## src/rtl/mips_alu_pkg.sv

```systemverilog
// Shared encodings for the MIPS ALU / multiply-divide unit.
// Operation codes and the mul/div sequencer states.
package mips_alu_pkg;

  typedef enum logic [3:0] {
    OP_AND   = 4'b0000,
    OP_OR    = 4'b0001,
    OP_ADD   = 4'b0010,
    OP_SUB   = 4'b0110,
    OP_SLT   = 4'b0111,
    OP_MULT  = 4'b1000,
    OP_MULTU = 4'b1001,
    OP_DIV   = 4'b1010,
    OP_DIVU  = 4'b1011
  } op_e;

  typedef enum logic [1:0] {
    S_IDLE = 2'd0,
    S_RUN  = 2'd1,
    S_FIX  = 2'd2
  } state_e;

  function automatic logic is_muldiv(input logic [3:0] op);
    return op[3:2] == 2'b10;
  endfunction

endpackage

```

## src/rtl/mips_alu_comb.sv

```systemverilog
// Single-cycle ALU: AND/OR/ADD/SUB/SLT with signed overflow.
// Purely combinational; the top registers its outputs.
module mips_alu_comb
  import mips_alu_pkg::*;
#(
  parameter int WIDTH = 32
) (
  input  logic [3:0]       op_i,
  input  logic [WIDTH-1:0] a_i,
  input  logic [WIDTH-1:0] b_i,
  output logic [WIDTH-1:0] result_o,
  output logic             zero_o,
  output logic             ovf_o
);

  logic             sub;
  logic [WIDTH-1:0] bx;
  logic [WIDTH-1:0] low;
  logic [WIDTH:0]   full;
  logic             v;

  always_comb begin
    sub  = (op_i == OP_SUB) || (op_i == OP_SLT);
    bx   = sub ? ~b_i : b_i;
    // low[W-1] is the carry into the MSB
    low  = {1'b0, a_i[WIDTH-2:0]}
         + {1'b0, bx[WIDTH-2:0]}
         + {{(WIDTH-1){1'b0}}, sub};
    full = {1'b0, a_i}
         + {1'b0, bx}
         + {{WIDTH{1'b0}}, sub};
    v    = low[WIDTH-1] ^ full[WIDTH];

    result_o = a_i & b_i;
    ovf_o    = 1'b0;
    case (op_i)
      OP_OR: begin
        result_o = a_i | b_i;
      end
      OP_ADD, OP_SUB: begin
        result_o = full[WIDTH-1:0];
        ovf_o    = v;
      end
      OP_SLT: begin
        result_o = {{(WIDTH-1){1'b0}},
                    full[WIDTH-1] ^ v};
      end
      default: begin
        result_o = a_i & b_i;
      end
    endcase
    zero_o = (result_o == '0);
  end

endmodule

```

## src/rtl/mips_alu_muldiv.sv

```systemverilog
// MIPS ALU with iterative shift-add multiplier and restoring divider.
// Mul/div run on magnitudes for WIDTH cycles; signs are applied in FIX.
module mips_alu_muldiv
  import mips_alu_pkg::*;
#(
  parameter int WIDTH = 32
) (
  input  logic             clk,
  input  logic             rst_n,
  input  logic             start,
  input  logic [3:0]       op,
  input  logic [WIDTH-1:0] a,
  input  logic [WIDTH-1:0] b,
  output logic [WIDTH-1:0] result,
  output logic             zero,
  output logic             ovf,
  output logic [WIDTH-1:0] hi,
  output logic [WIDTH-1:0] lo,
  output logic             busy,
  output logic             done,
  output logic             div_zero
);

  localparam int CW = $clog2(WIDTH);
  localparam logic [CW-1:0] LAST = CW'(WIDTH - 1);

  logic [WIDTH-1:0] alu_res;
  logic             alu_z;
  logic             alu_v;

  mips_alu_comb #(
    .WIDTH(WIDTH)
  ) u_alu (
    .op_i    (op),
    .a_i     (a),
    .b_i     (b),
    .result_o(alu_res),
    .zero_o  (alu_z),
    .ovf_o   (alu_v)
  );

  state_e           state_q;
  logic [CW-1:0]    cnt_q;
  logic             is_div_q;
  logic             neg_q;
  logic             aneg_q;
  logic             divz_q;
  logic [WIDTH-1:0] a_q;
  logic [WIDTH-1:0] m_q;
  logic [WIDTH-1:0] q_q;
  logic [WIDTH:0]   acc_q;
  logic [WIDTH-1:0] result_q;
  logic             zero_q;
  logic             ovf_q;
  logic [WIDTH-1:0] hi_q;
  logic [WIDTH-1:0] lo_q;
  logic             done_q;
  logic             dz_q;

  logic             is_md;
  logic             sgn;
  logic             sa;
  logic             sb;
  logic [WIDTH-1:0] ma;
  logic [WIDTH-1:0] mb;
  logic [WIDTH:0]   addend;
  logic [WIDTH:0]   add_s;
  logic [WIDTH:0]   sh;
  logic             ge;
  logic [WIDTH:0]   acc_d;
  logic [WIDTH-1:0] q_d;
  logic [2*WIDTH-1:0] prod_u;
  logic [2*WIDTH-1:0] prod;
  logic [WIDTH-1:0] rem;
  logic [WIDTH-1:0] hi_d;
  logic [WIDTH-1:0] lo_d;

  always_comb begin
    is_md = is_muldiv(op);
    sgn   = (op == OP_MULT) || (op == OP_DIV);
    sa    = sgn & a[WIDTH-1];
    sb    = sgn & b[WIDTH-1];
    ma    = sa ? -a : a;
    mb    = sb ? -b : b;

    // Multiply: acc holds the high half, q_q the multiplier
    addend = q_q[0] ? {1'b0, m_q} : '0;
    add_s  = acc_q + addend;
    // Divide: acc holds the partial remainder, q_q dividend/quotient
    sh     = {acc_q[WIDTH-1:0], q_q[WIDTH-1]};
    ge     = (sh >= {1'b0, m_q});

    if (is_div_q) begin
      acc_d = ge ? (sh - {1'b0, m_q}) : sh;
      q_d   = {q_q[WIDTH-2:0], ge};
    end else begin
      acc_d = {1'b0, add_s[WIDTH:1]};
      q_d   = {add_s[0], q_q[WIDTH-1:1]};
    end

    prod_u = {acc_q[WIDTH-1:0], q_q};
    prod   = neg_q ? -prod_u : prod_u;
    rem    = acc_q[WIDTH-1:0];

    if (!is_div_q) begin
      hi_d = prod[2*WIDTH-1:WIDTH];
      lo_d = prod[WIDTH-1:0];
    end else if (divz_q) begin
      hi_d = a_q;
      lo_d = '1;
    end else begin
      hi_d = aneg_q ? -rem : rem;
      lo_d = neg_q ? -q_q : q_q;
    end
  end

  always_ff @(posedge clk or negedge rst_n) begin
    if (!rst_n) begin
      state_q  <= S_IDLE;
      cnt_q    <= '0;
      is_div_q <= 1'b0;
      neg_q    <= 1'b0;
      aneg_q   <= 1'b0;
      divz_q   <= 1'b0;
      a_q      <= '0;
      m_q      <= '0;
      q_q      <= '0;
      acc_q    <= '0;
      result_q <= '0;
      zero_q   <= 1'b0;
      ovf_q    <= 1'b0;
      hi_q     <= '0;
      lo_q     <= '0;
      done_q   <= 1'b0;
      dz_q     <= 1'b0;
    end else begin
      done_q <= 1'b0;
      unique case (state_q)
        S_IDLE: begin
          if (start) begin
            dz_q <= 1'b0;
            if (is_md) begin
              state_q  <= S_RUN;
              cnt_q    <= '0;
              is_div_q <= op[1];
              neg_q    <= sa ^ sb;
              aneg_q   <= sa;
              divz_q   <= op[1] & (b == '0);
              a_q      <= a;
              acc_q    <= '0;
              m_q      <= op[1] ? mb : ma;
              q_q      <= op[1] ? ma : mb;
            end else begin
              result_q <= alu_res;
              zero_q   <= alu_z;
              ovf_q    <= alu_v;
              done_q   <= 1'b1;
            end
          end
        end
        S_RUN: begin
          acc_q <= acc_d;
          q_q   <= q_d;
          cnt_q <= cnt_q + 1'b1;
          if (cnt_q == LAST) begin
            state_q <= S_FIX;
          end
        end
        S_FIX: begin
          hi_q    <= hi_d;
          lo_q    <= lo_d;
          dz_q    <= divz_q;
          done_q  <= 1'b1;
          state_q <= S_IDLE;
        end
        default: begin
          state_q <= S_IDLE;
        end
      endcase
    end
  end

  assign result   = result_q;
  assign zero     = zero_q;
  assign ovf      = ovf_q;
  assign hi       = hi_q;
  assign lo       = lo_q;
  assign busy     = (state_q != S_IDLE);
  assign done     = done_q;
  assign div_zero = dz_q;

endmodule

```

## config.mk

```make
export PLATFORM = sky130hd
export DESIGN_NAME = mips_alu_muldiv
export DESIGN_NICKNAME = d
export VERILOG_FILES = /design/src/rtl/mips_alu_pkg.sv /design/src/rtl/mips_alu_comb.sv /design/src/rtl/mips_alu_muldiv.sv
export SDC_FILE = /design/constraint.sdc
export NUM_CORES = 1
export LEC_CHECK = 0
export CORE_ASPECT_RATIO = 2
export CORE_MARGIN = 10
export CORE_UTILIZATION = 50
export CTS_CLUSTER_SIZE = 20
export DETAILED_ROUTE_END_ITERATION = 12
export PLACE_DENSITY = 0.7
export SYNTH_ARGS = -nofsm -noshare
export SYNTH_HDL_FRONTEND = slang
export SYNTH_SLANG_ARGS = --single-unit
```

## constraint.sdc

```tcl
create_clock -name clk -period 4.2 [get_ports clk]
set_clock_uncertainty 0.05 [all_clocks]
set_input_delay 0.84 -clock clk [delete_from_list [all_inputs] [get_ports clk]]
set_output_delay 0.84 -clock clk [all_outputs]
set_load 0.05 [all_outputs]
```

==> reports/qor.txt <==
status - finished, final reports clean
M1 wire length - 28.4 mm
Wirelength per Cell - 23.9 um
Hold-fix buffers, CTS - 0
die area - 0.0510 sq mm
Clk pin slew, worst setup/hold paths - 70 ps
RSZ-0062 raised after global routing - yes
DR WL met3 - 4.50 mm
FF-to-FF setup slack - 110 ps
Startpoint Class - input port
Hold Path Class - input port to async pin
Worst slew margin - 0.211
filler cell count - 3699
initial drt markers - 1552
CORE AREA - 0.0416 sq mm
DRT Wirelength - 87.0 mm
synthesized area - 0.0210 sq mm
gpl congestion - 1.02
Buffers on Ports - 171
Post-synth ARST share - 1.00
Die X - 165 um
largest net degree at the start of global routing - 122
Synth Register Bits - 240
Post-Place Worst Slack - -1060 ps
synth unique cells - 92
Num CTS Buffers - 25
Final Critical Period - 4190 ps
Rows - 106
sequential cell area fraction in the yosys report - 0.286
crit path capture type - flop
Post-Synthesis Cells - 2722
worst slew pin tran - 1180 ps
Syn Area/Cell - 7.70 sq um
fin. max-slew vios - 0
Global Route Usage Sum - 0.335
Detail Route Antenna Nets - 0
Worst Path Class, Setup - input port to flop
CTS root buf - clkbuf_16
clock sinks - 240
Net count, final - 3266
I/O pin count - 172
Clock Tree Buf Depth - 3
worst-path maximum fanout - 7
grt ovf - 0
yosys warns - 0
CP required - 4670 ps
final worst slack - 11.6 ps
crit path DAT - 4660 ps
metal2 WL - 45.6 mm
PwrDens - 740 mW/mm^2
Post-synth EDFFs - 0
htree depth - 1
Post-DP HPWL - 68.3 mm
CTS tree - done
layout cells sized above 1 - 0.161
DR pass1 iterations - 8
area of the multi-input gates - 0.0142 sq mm
final hold slack - 230 ps
ant diodes - 0
Peak VDD IR - 0.396 mV
register area - 0.00601 sq mm
part of the cycle the worst path needs - 0.997
via count - 22300
Critical R2R Launch - m_q[0]
highest routed layer - met4
r2r worst-path depth - 14
fin util - 0.640
Worst R2R End - acc_q[31]
Syn Nets - 2899
Synth Flop Type - dfrtp_1
DR vias/cell - 6.12
Worst-Skew Late Latency - 590 ps
Chip Height - 310 um
max-cap violation count - 0
initial antenna violation count - 0
vias in the first global route - 23000
Hold Vio Cnt, Final - 0
Max Fclk - 239 MHz
Area Overhead vs Synth - 27.2%
Leak - 11.8 nW
final number of setup-violating endpoints - 0
initial core utilization - 0.504
DRC Markers - 0
first-pass GRT wire length - 132 mm
kinds of logic after synthesis:
group,share of synthesized area
buffers and inverters,0.0478
adder cells (fa/ha/maj),0.0658
AND/OR/NAND/NOR,0.195
multiplexers,0.0456
XOR/XNOR,0.103
flip-flops,0.286
AO/OA/AOI/OAI,0.257
flip-flops by register name (all words and copies together), names as in the netlist:
name	flops
aneg_q	1
div_zero	1
divz_q	1
lo	32
is_div_q	1
a_q	32
result	32
m_q	32
q_q	32
cnt_q	5
state_q	2
done	1
acc_q	33
ovf	1
neg_q	1
hi	32
zero	1
cell usage after synthesis, drive strengths merged (21+ instances only):
cell type,instances,area [sq um]
a21o,62,465
a21oi,222,1110
a31oi,25,163
buf,26,106
clkbuf,163,614
dfrtp,240,6010
ha,103,1290
inv,74,278
mux2,21,236
mux2i,72,721
nand2,387,1460
nand2b,32,200
nand3,39,195
nor2,249,942
nor3,43,220
nor4,22,138
o211ai,31,238
o21a,22,165
o21ai,304,1540
o31ai,30,225
or3,22,143
xnor2,163,1430
xor2,83,727
stage by stage:
step	setup TNS (ps)	power, W	cells	cell area (sq um)
floorplan	-51.1	0.0125	2722	21000
global placement	-6900	0.0167	3578	25300
detailed placement	-8120	0.0169	3578	25300
CTS	0	0.0196	3642	26500
global route	-123	0.0210	3647	26700
finish	0	0.0197	3647	26700
power by group:
| part | total [W] | internal (W) | switching, W |
|---|---|---|---|
| combinational | 0.0129 | 0.00506 | 0.00783 |
| sequential | 0.00436 | 0.00328 | 0.00107 |
| clock | 0.00249 | 0.00145 | 0.00104 |
metal layers:
layer / global-route usage / up-vias
met5: 0 / -
met4: 0.283 / 0
met3: 0.0506 / 320
met2: 0.619 / 847
met1: 0.312 / 10700
li1: - / 10400
placed cells by master, fill, tap and decap left out, types with 83 or more instances in the layout:
cell and count:
xnor2_1 159, ha_1 101, o21ai_0 286, xor2_1 83, a21oi_1 213, dfrtp_1 237, nor2_1 248, buf_4 340
clkdlybuf4s50_1 166, nand2_1 383
repair_timing:
action,CTS,global route
endpoints found under the setup margin,5,6
pin swaps,21,12
gates cloned,1,0
resized for setup,29,22
buffers inserted,18,6
worst max-delay path, stage by stage:
cell and delay (ps):
buf_6 90, and2b_2 230, nand2_4 70, buf_12 150
buf_12 150, buf_8 120, xnor2_2 190, ha_4 250
o21a_1 210, a21oi_2 200, o22a_1 190, o31ai_4 110
buf_6 150, o311a_4 350, xor2_1 140, a222oi_1 330
nand4_1 200, or4_1 530, o21ai_1 140
worst max-delay path by stage:
| stage | from | endpoint | slack, ps | cells past startpoint |
|---|---|---|---|---|
| 2_1_floorplan | op[1] | zero | -50 | 16 |
| 3_3_place_gp | op[3] | zero | -1000 | 19 |
| 3_5_place_dp | op[3] | zero | -1060 | 19 |
| 4_1_cts | op[3] | zero | 0.6 | 19 |
| 5_1_grt | op[3] | zero | -100 | 19 |
| 6_report | op[3] | zero | 10 | 19 |
layout make-up:
| class | count | area share |
|---|---|---|
| clock buffer | 30 | 0.0249 |
| inverter | 75 | 0.0106 |
| timing repair buffer | 529 | 0.172 |
| tap | 540 | 0.0253 |
| sequential | 240 | 0.225 |
| clock inverter | 15 | 0.00868 |
| multi-input combinational | 2218 | 0.533 |
(Power assumes the default switching activity.)
